===== src/rtl/sram_result_arbiter.sv =====
// Round-robin arbiter sharing the single-port result SRAM between port A (core) and port B (host).
// Optional zero-fill sequencer enabled by defining SRAM_ARB_CLEAR_EN.
module sram_result_arbiter #(
    parameter int AW = 17,
    parameter int DW = 16
) (
    input  logic          Clk,
    input  logic          Rst,
    input  logic          a_req,
    input  logic          a_we,
    input  logic [AW-1:0] a_addr,
    input  logic [DW-1:0] a_wdata,
    output logic          a_gnt,
    output logic          a_rvalid,
    output logic [DW-1:0] a_rdata,
    input  logic          b_req,
    input  logic          b_we,
    input  logic [AW-1:0] b_addr,
    input  logic [DW-1:0] b_wdata,
    output logic          b_gnt,
    output logic          b_rvalid,
    output logic [DW-1:0] b_rdata,
    input  logic          clr_start,
    output logic          clr_busy,
    output logic          clr_done,
    output logic          mem_en,
    output logic          mem_rw,
    output logic [AW-1:0] mem_addr,
    output logic [DW-1:0] mem_wdata,
    input  logic [DW-1:0] mem_rdata
);
    localparam logic PORT_A = 1'b0;
    localparam logic PORT_B = 1'b1;

    logic          last_grant_r;
    logic          tag_valid_r;
    logic          tag_port_r;
    logic          a_rvalid_r;
    logic          b_rvalid_r;
    logic          mem_en_r;
    logic          mem_rw_r;
    logic [AW-1:0] mem_addr_r;
    logic [DW-1:0] mem_wdata_r;
    logic          arb_en_s;
    logic          a_gnt_s;
    logic          b_gnt_s;
    logic          rd_gnt_s;

`ifdef SRAM_ARB_CLEAR_EN
    typedef enum logic {ST_ARB = 1'b0, ST_CLEAR = 1'b1} state_t;
    localparam logic [AW:0] CLR_END = {1'b1, {AW{1'b0}}};

    state_t        state_r;
    logic [AW:0]   clr_cnt_r;
    logic [AW:0]   clr_cnt_nxt_s;
    logic          clr_busy_r;
    logic          clr_done_r;

    assign clr_cnt_nxt_s = clr_cnt_r + {{AW{1'b0}}, 1'b1};
    // A clr_start in ARB steals that cycle; the arbiter is frozen for the whole sweep.
    assign arb_en_s      = !Rst && (state_r == ST_ARB) && !clr_start;
    assign clr_busy      = clr_busy_r;
    assign clr_done      = clr_done_r;

    // Clear sequencer: ARB <-> CLEAR, one zero write per cycle up to the top address
    always_ff @(posedge Clk or posedge Rst) begin
        if (Rst) begin
            state_r    <= ST_ARB;
            clr_cnt_r  <= '0;
            clr_busy_r <= 1'b0;
            clr_done_r <= 1'b0;
        end else begin
            clr_done_r <= 1'b0;
            case (state_r)
                ST_ARB: begin
                    if (clr_start) begin
                        state_r    <= ST_CLEAR;
                        clr_cnt_r  <= '0;
                        clr_busy_r <= 1'b1;
                    end else begin
                        state_r    <= ST_ARB;
                    end
                end
                ST_CLEAR: begin
                    clr_cnt_r <= clr_cnt_nxt_s;
                    if (clr_cnt_nxt_s == CLR_END) begin
                        state_r    <= ST_ARB;
                        clr_busy_r <= 1'b0;
                        clr_done_r <= 1'b1;
                    end else begin
                        state_r    <= ST_CLEAR;
                    end
                end
                default: begin
                    state_r    <= ST_ARB;
                    clr_busy_r <= 1'b0;
                end
            endcase
        end
    end
`else
    logic unused_clr_start_s;

    assign unused_clr_start_s = clr_start;
    assign arb_en_s           = !Rst;
    assign clr_busy           = 1'b0;
    assign clr_done           = 1'b0;
`endif

    // Round-robin pick: on a tie the port that was not granted last wins
    always_comb begin
        a_gnt_s = 1'b0;
        b_gnt_s = 1'b0;
        if (arb_en_s) begin
            if (a_req && (!b_req || (last_grant_r == PORT_B))) begin
                a_gnt_s = 1'b1;
            end else if (b_req) begin
                b_gnt_s = 1'b1;
            end else begin
                a_gnt_s = 1'b0;
                b_gnt_s = 1'b0;
            end
        end else begin
            a_gnt_s = 1'b0;
            b_gnt_s = 1'b0;
        end
    end

    assign rd_gnt_s = (a_gnt_s && !a_we) || (b_gnt_s && !b_we);

    // SRAM command register, grant pointer and the two-stage read tag pipe
    always_ff @(posedge Clk or posedge Rst) begin
        if (Rst) begin
            last_grant_r <= PORT_B;
            tag_valid_r  <= 1'b0;
            tag_port_r   <= PORT_A;
            a_rvalid_r   <= 1'b0;
            b_rvalid_r   <= 1'b0;
            mem_en_r     <= 1'b0;
            mem_rw_r     <= 1'b0;
            mem_addr_r   <= '0;
            mem_wdata_r  <= '0;
        end else begin
            tag_valid_r <= rd_gnt_s;
            tag_port_r  <= b_gnt_s ? PORT_B : PORT_A;
            a_rvalid_r  <= tag_valid_r && (tag_port_r == PORT_A);
            b_rvalid_r  <= tag_valid_r && (tag_port_r == PORT_B);
            if (a_gnt_s || b_gnt_s) begin
                last_grant_r <= b_gnt_s ? PORT_B : PORT_A;
            end else begin
                last_grant_r <= last_grant_r;
            end
            if (a_gnt_s) begin
                mem_en_r    <= 1'b1;
                mem_rw_r    <= a_we;
                mem_addr_r  <= a_addr;
                mem_wdata_r <= a_wdata;
            end else if (b_gnt_s) begin
                mem_en_r    <= 1'b1;
                mem_rw_r    <= b_we;
                mem_addr_r  <= b_addr;
                mem_wdata_r <= b_wdata;
            end
`ifdef SRAM_ARB_CLEAR_EN
            else if (state_r == ST_CLEAR) begin
                mem_en_r    <= 1'b1;
                mem_rw_r    <= 1'b1;
                mem_addr_r  <= clr_cnt_r[AW-1:0];
                mem_wdata_r <= '0;
            end
`endif
            else begin
                mem_en_r    <= 1'b0;
            end
        end
    end

    assign a_gnt     = a_gnt_s;
    assign b_gnt     = b_gnt_s;
    assign a_rvalid  = a_rvalid_r;
    assign b_rvalid  = b_rvalid_r;
    assign a_rdata   = mem_rdata;
    assign b_rdata   = mem_rdata;
    assign mem_en    = mem_en_r;
    assign mem_rw    = mem_rw_r;
    assign mem_addr  = mem_addr_r;
    assign mem_wdata = mem_wdata_r;

endmodule


===== config.mk =====
export PLATFORM = sky130hd
export DESIGN_NAME = sram_result_arbiter
export DESIGN_NICKNAME = d
export VERILOG_FILES = /design/src/rtl/sram_result_arbiter.sv
export SDC_FILE = /design/constraint.sdc
export NUM_CORES = 1
export LEC_CHECK = 0
export ABC_AREA = 1
export ABC_CLOCK_PERIOD_IN_PS = 2190
export BUFFER_PORTS_ARGS = -buffer_cell sky130_fd_sc_hd__buf_2
export CAP_MARGIN = 30
export CELL_PAD_IN_SITES_DETAIL_PLACEMENT = 0
export CELL_PAD_IN_SITES_GLOBAL_PLACEMENT = 2
export CORE_ASPECT_RATIO = 1.5
export CORE_MARGIN = 2
export CORE_UTILIZATION = 22
export CTS_CLUSTER_DIAMETER = 200
export DETAILED_ROUTE_END_ITERATION = 16
export MAX_ROUTING_LAYER = met4
export PLACE_DENSITY_LB_ADDON = 0.1
export SYNTH_ARGS = -nofsm -noshare
export SYNTH_HDL_FRONTEND = slang
export SYNTH_SLANG_ARGS = --single-unit

===== constraint.sdc =====
create_clock -name Clk -period 2.19 [get_ports Clk]
set_input_delay 0 -clock Clk [delete_from_list [all_inputs] [get_ports Clk]]
set_output_delay 0 -clock Clk [all_outputs]
set_load 0.03 [all_outputs]

==> key figures <==
Status
  – Status: complete, no violations

Clocking
  – Post-CTS setup buffers: 0
  – # hold bufs at CTS: 2
  – Max Buffers Root-to-Sink: 2
  – Post-cts repair resize count: 0
  – CTS HTree Levels: 2
  – Reg clk slew, reported paths: 60 ps
  – Later-pin clock latency in the skew report: 280 ps
  – CTS tree: yes
  – Cts bufs inserted: 5
  – Sink Count: 40
  – Root Buffer: clkbuf_16

Min path
  – Worst hold start: mem_rdata[8]
  – Worst Hold Class: in2out

GRT
  – Remaining Overflow, GRT: 0
  – Antenna violations before repair: 0
  – First-pass GRT wire length: 12800 microns
  – Vias in the first global route: 2455
  – Largest net degree at the start of global routing: 75
  – Gr usage total: 13.6%

Timing
  – Final Cycle Share: 84.3%
  – Final Slew Violations: 0
  – Hold Worst Slack: 0.0139 ps
  – Setup_tns: 0 ps
  – Worst rel slew slack: 52.9%
  – Final Hold Vio Count: 0
  – Slew @ Worst Pin: 706 ps
  – Worst Slack Setup Final: 345 ps
  – Highest Clock Rate: 542 MHz
  – Skew final: 4.16 ps
  – Setup violation total in the final timing report: 0
  – Fin crit period: 1850 ps
  – RSZ-0062 raised after global routing: no

Finish
  – Non-Filler Instances: 572
  – Commonest non-fill, non-tap cell in the layout: nand2_1
  – N_diodes: 0
  – Commonest cells after routing, fill and taps aside: nand2_1 (141), buf_2 (110), inv_1 (40)
  – Fraction of layout cells with a size suffix above 1: 30.6%
  – Synthesis-to-layout area growth: 24.6%
  – Fin nets: 513

Place
  – Dpl hpwl: 5050 microns
  – Inst Count DP: 562
  – Count of input and output buffers: 110
  – Place WS: 589 ps
  – Gpl congestion: 0.735

Yosys
  – Post-Synth Adder-Cell Area: 0%
  – Ranking of synthesized cells by area: dfrtp_1 (39%), nand2_1 (21%), buf_4 (11%)
  – Synth cell types: 17
  – Yosys reg bits: 40
  – Synth Area in Compound Gates: 0.202%
  – Main combinational cell family by area after synthesis: simple AND/OR/NAND/NOR gates
  – Post-synth top area share: 39.3%
  – Post-Synth XOR/XNOR Area: 0%
  – Cells after Synth: 355
  – Mapped cell area: 0.00248 sq mm
  – Synth Area in Simple Gates: 38.2%
  – Synthesized area per cell: 6.99 sq um
  – Multiplexer area fraction after synthesis: 0%
  – Register area share after synthesis: 40.4%
  – Synth area leader: dfrtp_1
  – Yosys Warn Count: 0

Critical path
  – Required @ worst endpoint: 2190 ps
  – CP Data Arrival Time: 1850 ps
  – Max incr delay on CP: 530 ps
  – CP max-delay cell: dfstp_2
  – Crit-path cells: inv_1 -> nand2_2 -> nand3_2 -> buf_4 -> inv_1 -> buf_2
  – Largest delay contributor family on the critical path: buffers and inverters
  – Peak fanout along the critical path: 19
  – Critical Path Start Type: flip-flop
  – Bufs and invs on worst path: 4
  – Most common cell on crit path: inv_1
  – RR Startpoint: last_grant_r
  – Setup crit end kind: output pin
  – Worst setup path startpoint: last_grant_r
  – Crit Path Class: reg2out

Route
  – Metal3 WL: 437 microns
  – Vias per Instance: 4.16
  – Routed Antenna Nets: 0
  – Drt wl/cell: 13.8 microns
  – Via count: 2377
  – Pre-antenna DRT Iters: 4
  – Top sig layer: met4
  – Number of remaining DRC errors: 0
  – Wl on met1: 3520 microns
  – Met2 Routed Length: 3810 microns
  – Initial DRC Count: 74
  – Final wirelength: 7870 microns

Floorplanning
  – Die X: 90.7 microns
  – Starting Density: 22.6%
  – Total die area: 0.0122 sq mm
  – Die H: 134 microns
  – I/O Pins: 162
  – Core Region: 0.0110 sq mm
  – # rows: 47

Power
  – Leak Pwr: 1.87 nW
  – PD cells: 778 mW/mm^2
  – Peak VDD IR: 0.293 mV

Job
  – Max Cap Viol: 0
## where the power goes
part           total, mW  switching [mW]  leakage, nW  internal (mW)
logic              0.743           0.515         1.31          0.228
clock network      0.749           0.300       0.0766          0.449
registers          0.916          0.0604        0.479          0.856
## area by class of cell
| cell class | instances | area, sq um |
|---|---|---|
| fillers | 1276 | 7900 |
| flip-flops and latches | 40 | 1000 |
| multi-input cells | 217 | 961 |
| repair buffers | 118 | 641 |
| well taps | 147 | 184 |
| inverters | 42 | 158 |
| clock buffers | 6 | 139 |
| clock inverters | 2 | 10.0 |
## registers in the layout, summed over array words and instances, names as in the netlist
register / flops
mem_addr: 17
mem_wdata: 16
a_rvalid: 1
b_rvalid: 1
last_grant_r: 1
mem_en: 1
mem_rw: 1
tag_port_r: 1
tag_valid_r: 1
## worst paths after layout
kind / endpoint / slack (ps) / depth (start not counted)
worst max-delay path: a_gnt / 340 / 6
max in group asynchronous: last_grant_r / 1460 / 4
worst min register to register: a_rvalid / 420 / 1
min in group asynchronous: mem_wdata[15] / 420 / 4
worst max register to register: mem_wdata[3] / 600 / 6
worst min-delay path: b_rdata[8] / 0.01 / 0
## Yosys cell counts, drive strengths merged
cell type    n
o21ai        1
dfstp        1
nand4       34
dfrtp       39
clkbuf       4
inv         42
nor2         2
nand2      142
buf         53
conb         1
nand3       36
## per-layer routing
| layer | vias up | track usage (%) |
|---|---|---|
| met5 | - | - |
| met4 | 0 | 4.19 |
| met3 | 6 | 2.81 |
| met2 | 80 | 23.1 |
| met1 | 1073 | 16.3 |
| li1 | 1218 | - |
## per-stage QoR
stage	util (%)	power (mW)	instance area, sq um
finish	28.1	2.41	3090
global route	28.1	2.57	3090
CTS	28.1	2.46	3090
detailed placement	26.6	1.68	2930
global placement	26.6	1.69	2930
floorplan	-	1.52	2490
## kinds of logic after synthesis
kind of cell	after synthesis
flip-flops	40
AO/OA/AOI/OAI	1
other	1
AND/OR/NAND/NOR	214
buffers and inverters	99
(Power assumes the default switching activity.)
